File: config.mk
export PLATFORM = sky130hd
export DESIGN_NAME = microwave_timer_fsm
export DESIGN_NICKNAME = d
export VERILOG_FILES = /design/src/rtl/microwave_pkg.sv /design/src/rtl/microwave_tick_gen.sv /design/src/rtl/microwave_timer_fsm.sv
export SDC_FILE = /design/constraint.sdc
export NUM_CORES = 1
export LEC_CHECK = 0
export CORE_MARGIN = 2
export CORE_UTILIZATION = 53
export DETAILED_ROUTE_END_ITERATION = 7
export PLACE_DENSITY = 0.75
export SLEW_MARGIN = 10
export SYNTH_ARGS = -nofsm -noshare
export SYNTH_HDL_FRONTEND = slang
export SYNTH_SLANG_ARGS = --single-unit
File: constraint.sdc
create_clock -name clk -period 3.59 [get_ports clk]
set_clock_uncertainty 0.2 [all_clocks]
set_input_delay 0.5385 -clock clk [delete_from_list [all_inputs] [get_ports clk]]
set_output_delay 0.5385 -clock clk [all_outputs]
set_load 0.03 [all_outputs]
File: src/rtl/microwave_pkg.sv
// Shared microwave definitions: state codes, default timing constants and saturating time helpers.
// Also used by the display controller to decode the mode output.
package microwave_pkg;

  typedef enum logic [2:0] {
    ST_IDLE   = 3'b000,
    ST_SET    = 3'b001,
    ST_RUN    = 3'b010,
    ST_STOP   = 3'b011,
    ST_FINISH = 3'b100
  } state_t;

  localparam int DEF_STEP_S   = 10;
  localparam int DEF_MAX_TIME = 9999;
  localparam int TIME_W       = 14;
  // One extra bit so a sum above the ceiling is seen before it is clipped.
  localparam int CALC_W       = 15;

  function automatic logic [TIME_W-1:0] sat_add(input logic [TIME_W-1:0] t,
                                                input int step,
                                                input int max_t);
    logic [CALC_W-1:0] sum;
    sum = {1'b0, t} + CALC_W'(step);
    if (sum > CALC_W'(max_t)) return TIME_W'(max_t);
    return sum[TIME_W-1:0];
  endfunction

  function automatic logic [TIME_W-1:0] sat_sub(input logic [TIME_W-1:0] t,
                                                input int step);
    logic [CALC_W-1:0] diff;
    if ({1'b0, t} <= CALC_W'(step)) return '0;
    diff = {1'b0, t} - CALC_W'(step);
    return diff[TIME_W-1:0];
  endfunction

endpackage

File: src/rtl/microwave_tick_gen.sv
// One-second prescaler: counts 0..CLK_FREQ-1 while enabled and pulses tick_o on the last count.
// Held at zero whenever disabled or cleared.
module microwave_tick_gen #(
  parameter int CLK_FREQ = 100_000_000
) (
  input  logic clk,
  input  logic reset,
  input  logic enable_i,
  input  logic clear_i,
  output logic tick_o
);

  localparam int CW = (CLK_FREQ > 1) ? $clog2(CLK_FREQ) : 1;
  localparam logic [CW-1:0] LAST = CW'(CLK_FREQ - 1);

  logic [CW-1:0] count_q;

  assign tick_o = enable_i && (count_q == LAST);

  always_ff @(posedge clk) begin
    if (reset || clear_i || !enable_i) begin
      count_q <= '0;
    end else if (count_q == LAST) begin
      count_q <= '0;
    end else begin
      count_q <= count_q + CW'(1);
    end
  end

endmodule

File: src/rtl/microwave_timer_fsm.sv
// Microwave countdown controller: IDLE/SET/RUN/STOP/FINISH with saturating time entry.
// Optional door interlock enabled by defining MW_DOOR_INTERLOCK_EN.
module microwave_timer_fsm
  import microwave_pkg::*;
#(
  parameter int CLK_FREQ      = 100_000_000,
  parameter int STEP_S        = DEF_STEP_S,
  parameter int MAX_TIME      = DEF_MAX_TIME,
  parameter int FINISH_HOLD_S = 3
) (
  input  logic              clk,
  input  logic              reset,
  input  logic              btn_up,
  input  logic              btn_down,
  input  logic              btn_start,
  input  logic              btn_stop,
  input  logic              door_open,
  output logic [2:0]        mode,
  output logic [TIME_W-1:0] time_data,
  output logic              done
);

  localparam int HOLD_W = (FINISH_HOLD_S > 1) ? $clog2(FINISH_HOLD_S + 1) : 1;
  localparam logic [HOLD_W-1:0] HOLD_LAST = HOLD_W'(FINISH_HOLD_S - 1);

  state_t            state_q;
  logic [TIME_W-1:0] time_q;
  logic              done_q;
  logic [HOLD_W-1:0] hold_q;
  logic              tick;

  logic start_req;
  logic door_stop;

`ifdef MW_DOOR_INTERLOCK_EN
  assign start_req = btn_start & ~door_open;
  assign door_stop = door_open;
`else
  logic unused_door;
  assign unused_door = door_open;
  assign start_req   = btn_start;
  assign door_stop   = 1'b0;
`endif

  // Only the highest-priority button acts: stop > start > up > down.
  logic stop_w, start_w, up_w, down_w;
  assign stop_w  = btn_stop;
  assign start_w = start_req & ~btn_stop;
  assign up_w    = btn_up & ~btn_stop & ~start_req;
  assign down_w  = btn_down & ~btn_stop & ~start_req & ~btn_up;

  logic presc_en, presc_clr, any_btn;
  assign presc_en  = (state_q == ST_RUN) || (state_q == ST_FINISH);
  assign presc_clr = start_w && ((state_q == ST_SET) || (state_q == ST_STOP));
  assign any_btn   = btn_up | btn_down | btn_start | btn_stop;

  microwave_tick_gen #(.CLK_FREQ(CLK_FREQ)) u_tick_gen (
    .clk      (clk),
    .reset    (reset),
    .enable_i (presc_en),
    .clear_i  (presc_clr),
    .tick_o   (tick)
  );

  always_ff @(posedge clk) begin
    if (reset) begin
      state_q <= ST_IDLE;
      time_q  <= '0;
      done_q  <= 1'b0;
      hold_q  <= '0;
    end else begin
      done_q <= 1'b0;
      unique case (state_q)
        ST_IDLE: begin
          time_q <= '0;
          hold_q <= '0;
          if (up_w) begin
            state_q <= ST_SET;
            time_q  <= sat_add('0, STEP_S, MAX_TIME);
          end
        end
        ST_SET: begin
          if (stop_w) begin
            state_q <= ST_IDLE;
            time_q  <= '0;
          end else if (start_w) begin
            if (time_q != '0) state_q <= ST_RUN;
          end else if (up_w) begin
            time_q <= sat_add(time_q, STEP_S, MAX_TIME);
          end else if (down_w) begin
            time_q <= sat_sub(time_q, STEP_S);
            if (sat_sub(time_q, STEP_S) == '0) state_q <= ST_IDLE;
          end
        end
        ST_RUN: begin
          if (stop_w || door_stop) begin
            state_q <= ST_STOP;
          end else if (up_w) begin
            // A coinciding tick is folded into the add, so FINISH cannot occur here.
            if (tick) time_q <= sat_add(time_q - TIME_W'(1), STEP_S, MAX_TIME);
            else      time_q <= sat_add(time_q, STEP_S, MAX_TIME);
          end else if (tick) begin
            if (time_q <= TIME_W'(1)) begin
              state_q <= ST_FINISH;
              time_q  <= '0;
              done_q  <= 1'b1;
              hold_q  <= '0;
            end else begin
              time_q <= time_q - TIME_W'(1);
            end
          end
        end
        ST_STOP: begin
          if (stop_w) begin
            state_q <= ST_IDLE;
            time_q  <= '0;
          end else if (start_w) begin
            if (time_q != '0) state_q <= ST_RUN;
          end else if (up_w) begin
            time_q <= sat_add(time_q, STEP_S, MAX_TIME);
          end else if (down_w) begin
            time_q <= sat_sub(time_q, STEP_S);
          end
        end
        ST_FINISH: begin
          time_q <= '0;
          if (any_btn) begin
            state_q <= ST_IDLE;
            hold_q  <= '0;
          end else if (tick) begin
            if (hold_q == HOLD_LAST) begin
              state_q <= ST_IDLE;
              hold_q  <= '0;
            end else begin
              hold_q <= hold_q + HOLD_W'(1);
            end
          end
        end
        default: begin
          state_q <= ST_IDLE;
          time_q  <= '0;
          hold_q  <= '0;
        end
      endcase
    end
  end

  assign mode      = state_q;
  assign time_data = time_q;
  assign done      = done_q;

endmodule
==> metrics, run 1 <==
Die Y=97.6 µm; CTS sink cnt=between 40 and 50; CTS tree=yes; gr ovfl total=0; Bufs on Longest Clock Path=2; cells along the critical path=inv_6 -> ha_1 -> a21bo_4 -> buf_8 -> or3_4 -> a211oi_4 -> o22ai_2 -> or4_4 -> a211oi_4 -> buf_6 -> buf_4 -> a21oi_4 -> or3_1 -> nand3_1; worst r2r dst=time_data[6]; CP Capture Type=register; Slowest-stage cell, CP=or4_4; cell area after synthesis=4640 µm²; WP data required=3660 ps; GP Congestion=0.942; Final setup viols=0; final count of hold timing violations=0; drt drc=0; n_diodes=0; initial antenna violation count=0; RSZ-0062 raised after global routing=yes; Initial Utilization=0.540; Peak Freq=280 MHz; CP Max Fanout=13; routed len/inst=18.7 µm; worst endpoint data arrival time=3630 ps; FP Rows=34; Design Power=6.64 mW; minimum clock period after layout=~3600 ps; H-tree levels=2; hold_sp=hold_q[0]; sequential area share after synthesis=0.203; maxcap violations=0; Reg2Reg Setup Slack=20 ps; part of the cycle the worst path needs=0.993; Worst Hold Class=register to register; 1st-iter DRT viols=554; startpoint types=register; top_reg_cell synth=dfxtp_1; area grow syn2layout=26.7%; Post-Syn Nets=roughly 660; Global Route met3 Usage=0.0381; Worst Hold End=hold_q[0]; Post-Syn Instances=637; total core area=8590 µm²; Fin Setup TNS=0 ps; via count=5358; drt pass-1 iters=6; worst r2r src=time_data[1]; Synth Register Bits=47; Cells on Worst Hold Path=2; CTS Buf Count=5; die area=around 9500 µm²; status=completed; nets@finish=about 740; Distinct cells, synth=84; Worst Tran Pin Value=842 ps; IO buf count=23; share of layout cells above drive strength 1=0.213; met1 Use GR=0.419; busiest grt layer=met2; Total GRT Usage=0.318; HPWL after DPL=11.5 mm; WS Path Type=register to register; R2R cell count=14; Synthesis Warnings=0; Async SR Flop Fraction=0; Vias/cell=6.48; die width=97.6 µm; antenna violation net count after detailed routing=0; Post-synth EDFFs=0; P per Cell Area=1130 nW/µm²; worst skew pair latency=310 ps; clock root buffer=clkbuf_8; Slew headroom=0.437; # IOs=25; Setup WS pre-CTS=-175 ps; final WL=between 15 and 20 mm; Max VDD drop=0.549 mV; global-route wire length before repair=25.1 mm; Worst-path clk slew=110 ps; final setup margin=24.5 ps; Syn Area/Cell=7.29 µm²; Leak=2.23 nW; most frequent CP cell=a211oi_4; Critical Path Max Stage Delay=480 ps; largest net degree at the start of global routing=29; vias in the first global route=5059; fin. max-slew vios=0; met2 usage=0.516
==> Yosys cell counts (all sizes together), types with 3 or more instances <==
cell type | number | area, µm²
or3 | 10 | 62.6
nand4b | 3 | 26.3
a21oi | 36 | 188
nand3b | 4 | 30.0
nand2b | 6 | 37.5
nor2b | 12 | 75.1
dfxtp | 47 | 941
nor3 | 21 | 110
o31ai | 5 | 37.5
clkbuf | 27 | 101
nand4 | 14 | 87.6
a31oi | 9 | 62.6
nor2 | 73 | 277
and2 | 6 | 37.5
buf | 13 | 78.8
o22ai | 6 | 37.5
and3 | 7 | 43.8
nor4 | 13 | 103
and4 | 5 | 43.8
o211ai | 6 | 50.1
a221oi | 5 | 43.8
a32oi | 5 | 62.6
a31o | 3 | 26.3
or4 | 6 | 52.6
a22oi | 3 | 22.5
nand2 | 65 | 249
o221ai | 6 | 52.6
xnor2 | 26 | 235
o21ai | 42 | 210
mux2i | 6 | 60.1
nand3 | 30 | 150
or2 | 4 | 25.0
a211oi | 7 | 65.1
ha | 11 | 138
nor4b | 3 | 26.3
xor2 | 38 | 333
o311ai | 3 | 26.3
o41ai | 6 | 90.1
inv | 15 | 56.3
a21o | 3 | 22.5
==> area by class of cell <==
type	count	area, µm²
multi-input cells	535	3650
well taps	108	135
clock buffers	6	93.8
inverters	15	61.3
repair buffers	114	957
flip-flops and latches	47	950
fillers	752	2710
clock inverters	2	41.3
==> metal layers <==
layer | up-vias | wire length (µm) | part of all wire
met5 | - | 0 | 0
met1 | 2495 | 6320 | 0.41
met4 | 0 | 549 | 0.036
met2 | 303 | 7210 | 0.47
met3 | 52 | 1350 | 0.087
li1 | 2508 | - | -
==> repair_timing <==
action,in CTS,in global routing
hold buffers,0,0
gates resized for setup,10,27
buffers inserted,4,4
pin swaps,7,4
setup endpoints to repair,11,14
==> stage by stage <==
stage | util | hold slack (ps) | cells | instance area [µm²]
floorplan | - | 238 | 637 | 4680
global placement | 0.641 | 250 | 811 | 5510
global route | 0.685 | 296 | 827 | 5890
CTS | 0.667 | 273 | 823 | 5740
finish | 0.685 | 276 | 827 | 5890
detailed placement | 0.641 | 259 | 811 | 5510
==> registers in the layout (all words and copies together) (netlist names) <==
signal / count
done: 1
time_data: 14
hold_q: 2
mode: 3
u_tick_gen.count_q: 27
==> worst max-delay path: cells and delay by family, from the launching register on <==
family	cells	cell delay [ps]
buf+inv	4	480
simple gates	4	1260
flops	1	380
fa+ha+maj	1	200
compound gates	5	990
==> how the worst max path moves through the flow <==
stage	start	to	slack [ps]	cells past startpoint
after CTS	time_data[1]	time_data[6]	10	13
after global routing	time_data[1]	time_data[6]	-50	14
after floorplan	time_data[1]	time_data[5]	2	12
final	time_data[1]	time_data[6]	20	14
after detailed placement	time_data[1]	time_data[6]	-170	13
after global placement	time_data[1]	time_data[2]	-80	14
==> kinds of logic after synthesis <==
| group | count (synthesis) | share of synthesized area |
|---|---|---|
| XOR/XNOR | 64 | 0.122 |
| flip-flops | 47 | 0.203 |
| multiplexers | 6 | 0.0129 |
| AND/OR/NAND/NOR | 288 | 0.324 |
| buffers and inverters | 55 | 0.0509 |
| AO/OA/AOI/OAI | 166 | 0.258 |
| adder cells (fa/ha/maj) | 11 | 0.0296 |
==> cell usage in the layout (no fill, tap or decap), drive strengths merged, types with 13 or more instances in the layout <==
master / netlist / final
a21oi: 36 / 36
buf: 13 / 91
clkdlybuf4s50: 0 / 23
dfxtp: 47 / 47
inv: 15 / 16
nand2: 65 / 65
nand3: 30 / 30
nand4: 14 / 14
nor2: 73 / 73
nor3: 21 / 21
nor4: 13 / 13
o21ai: 42 / 42
xnor2: 26 / 26
xor2: 38 / 38
==> report_power, final <==
group	internal, mW	switching (mW)	leakage (nW)	total (mW)
Sequential	0.569	0.0739	0.381	0.643
Combinational	2.52	3.01	1.78	5.53
Clock	0.255	0.215	0.0685	0.470
Total	3.34	3.30	2.23	6.64
No activity file was read; power rests on OpenSTA's default activity.
==> run 2: changes to the inputs <==
--- a/config.mk
+++ b/config.mk
@@ -8,7 +8,7 @@
 export CORE_MARGIN = 2
 export CORE_UTILIZATION = 53
 export DETAILED_ROUTE_END_ITERATION = 7
-export PLACE_DENSITY = 0.75
+export PLACE_DENSITY = 0.77
 export SLEW_MARGIN = 10
 export SYNTH_ARGS = -nofsm -noshare
 export SYNTH_HDL_FRONTEND = slang
==> constraint.sdc (replaced) <==
create_clock -name clk -period 3.3 [get_ports clk]
set_clock_uncertainty 0.2 [all_clocks]
set_input_delay 0.495 -clock clk [delete_from_list [all_inputs] [get_ports clk]]
set_output_delay 0.495 -clock clk [all_outputs]
set_load 0.03 [all_outputs]
==> run 2 against run 1 <==
Net effect: the run now ends with negative setup slack left; total power grew 28%; largest power group unchanged; highest routed layer unchanged; first-iteration DRC count grew 14%; global-route usage grew 2.9 points; worst hold slack lost 3.2 ps; sequential share of layout area shrank 1.5 points; via count grew 5.6%; die area is the same; sequential power grew 6.2%; register-to-register slack lost 190 ps; setup slack lost 190 ps; largest cell class unchanged.
==> metrics, run 2 (synthesis results as in run 1) <==
status=finished with violations; violated checks=negative setup slack; Peak Freq=about 290 MHz; R2R cell count=16; Fin Setup TNS=-1400 ps; area grow syn2layout=39.4%; CP startpoint=time_data[1]; Slowest-stage cell, CP=or4b_4; most frequent CP cell=buf_4; hold_sp=hold_q[0]; Bufs on Longest Clock Path=2; max reg flops=27; final count of hold timing violations=0; drt drc=0; worst endpoint data arrival time=approximately 3500 ps; n_diodes=0; Vias/cell=6.45; Worst Tran Pin Value=about 840 ps; Max VDD drop=roughly 0.70 mV; Leak=2.51 nW; drt pass-1 iters=5; most frequent cells in the layout=130 x buf_4, 70 x nor2_1, 62 x nand2_1; P per Cell Area=1310 nW/µm²; CP Capture Type=register; Design Power=roughly 8.5 mW; largest net degree at the start of global routing=29; worst skew pair latency=320 ps; HPWL after DPL=12.4 mm; die area=~9500 µm²; via count=between 5000 and 6000; Biggest register=u_tick_gen.count_q; die width=97.6 µm; Critical Path Max Stage Delay=570 ps; CP endpoint=time_data[3]; commonest non-fill, non-tap cell in the layout=buf_4; maxcap violations=0; Slew headroom=0.441; H-tree levels=2; WP depth=16; Final setup viols=12; CTS Buf Count=5; WS Path Type=register to register; number of fill cells=672; RSZ-0062 raised after global routing=yes; Worst Hold Class=register to register; cells along the critical path=inv_8 -> ha_4 -> a21bo_4 -> buf_8 -> buf_4 -> xnor2_1 -> o21ai_1 -> or4b_4 -> a31oi_4 -> o41ai_4 -> buf_4 -> buf_4 -> a21oi_4 -> buf_4 -> nor3_2 -> o21ai_1; minimum clock period after layout=between 3000 and 4000 ps; WP data required=3350 ps; global-route wire length before repair=27.1 mm; gr ovfl total=0; worst r2r src=time_data[1]; CTS sink cnt=47; FP Rows=34; vias in the first global route=5460; worst r2r dst=time_data[3]; 1st-iter DRT viols=630; Initial Utilization=0.540; startpoint types=register; Total GRT Usage=0.347; Worst-path clk slew=100 ps; part of the cycle the worst path needs=1.05; Min Hold Slack=~270 ps; CP Max Fanout=10; Die Y=slightly below 100 µm; GP Congestion=1.05; share of layout cells above drive strength 1=0.295; delay-heaviest family, CP=compound AO/OA/AOI/OAI gates; Reg2Reg Setup Slack=-160 ps; IO buf count=23; clock root buffer=clkbuf_8; fin. max-slew vios=0; antenna violation net count after detailed routing=0; initial antenna violation count=0; final setup margin=-163 ps; routed len/inst=19.5 µm; CTS Hold Bufs=0; CTS tree=yes; nets@finish=around 790; final WL=17.1 mm; # IOs=25; total core area=~8600 µm²; CP Buf/Inv Count=6
==> run 2: cell count changes in the layout (fill, tap and decap cells not counted), sizes merged <==
cell | previous run | this run
buf | 91 | 141
==> run 2: per-stage QoR <==
step	setup slack [ps]	instances	util	area, µm²
detailed placement	-344	853	0.679	5840
floorplan	-237	637	-	4710
finish	-163	877	0.754	6480
global placement	-237	853	0.679	5840
CTS	-132	871	0.722	6210
global route	-268	877	0.754	6480
==> run 2: worst register-to-register path, delay by kind of cell (launching register included) <==
family	cells	cell delay [ps]
fa+ha+maj	1	120
flops	1	380
compound gates	6	1040
simple gates	2	600
buf+inv	6	840
xor+xnor	1	210
==> run 2: power by group <==
part	switching (mW)	internal [mW]
registers	0.0632	0.619
logic	3.77	3.51
clock network	0.238	0.278
==> run 2: area by class of cell <==
class	count	area (µm²)	area share
multi-input cells	535	3840	0.594
repair buffers	164	1340	0.207
flip-flops and latches	47	950	0.147
well taps	108	135	0.0209
clock buffers	6	93.8	0.0145
inverters	15	68.8	0.0106
clock inverters	2	41.3	0.00638
==> run 2: per-layer routing <==
metal,global-route usage,wire (µm),vias to the layer above,part of all wire
met5,0,0,-,0
met4,0.141,631,0,0.037
met3,0.0590,1170,69,0.069
met2,0.603,8420,311,0.49
met1,0.425,6880,2664,0.40
li1,-,-,2613,-
==> run 2: repair_timing <==
action | CTS | global route
buffers inserted | 10 | 6
pin swaps | 17 | 11
endpoints found under the setup margin | 14 | 14
gates resized for setup | 35 | 43
==> run 2: how the worst min path moves through the flow <==
stage | to | slack (ps) | cells past startpoint
after floorplan | u_tick_gen.count_q[0] | 240 | 1
after global placement | hold_q[0] | 250 | 2
after detailed placement | hold_q[0] | 260 | 2
after CTS | hold_q[0] | 270 | 2
after global routing | hold_q[0] | 300 | 2
final | hold_q[0] | 270 | 2
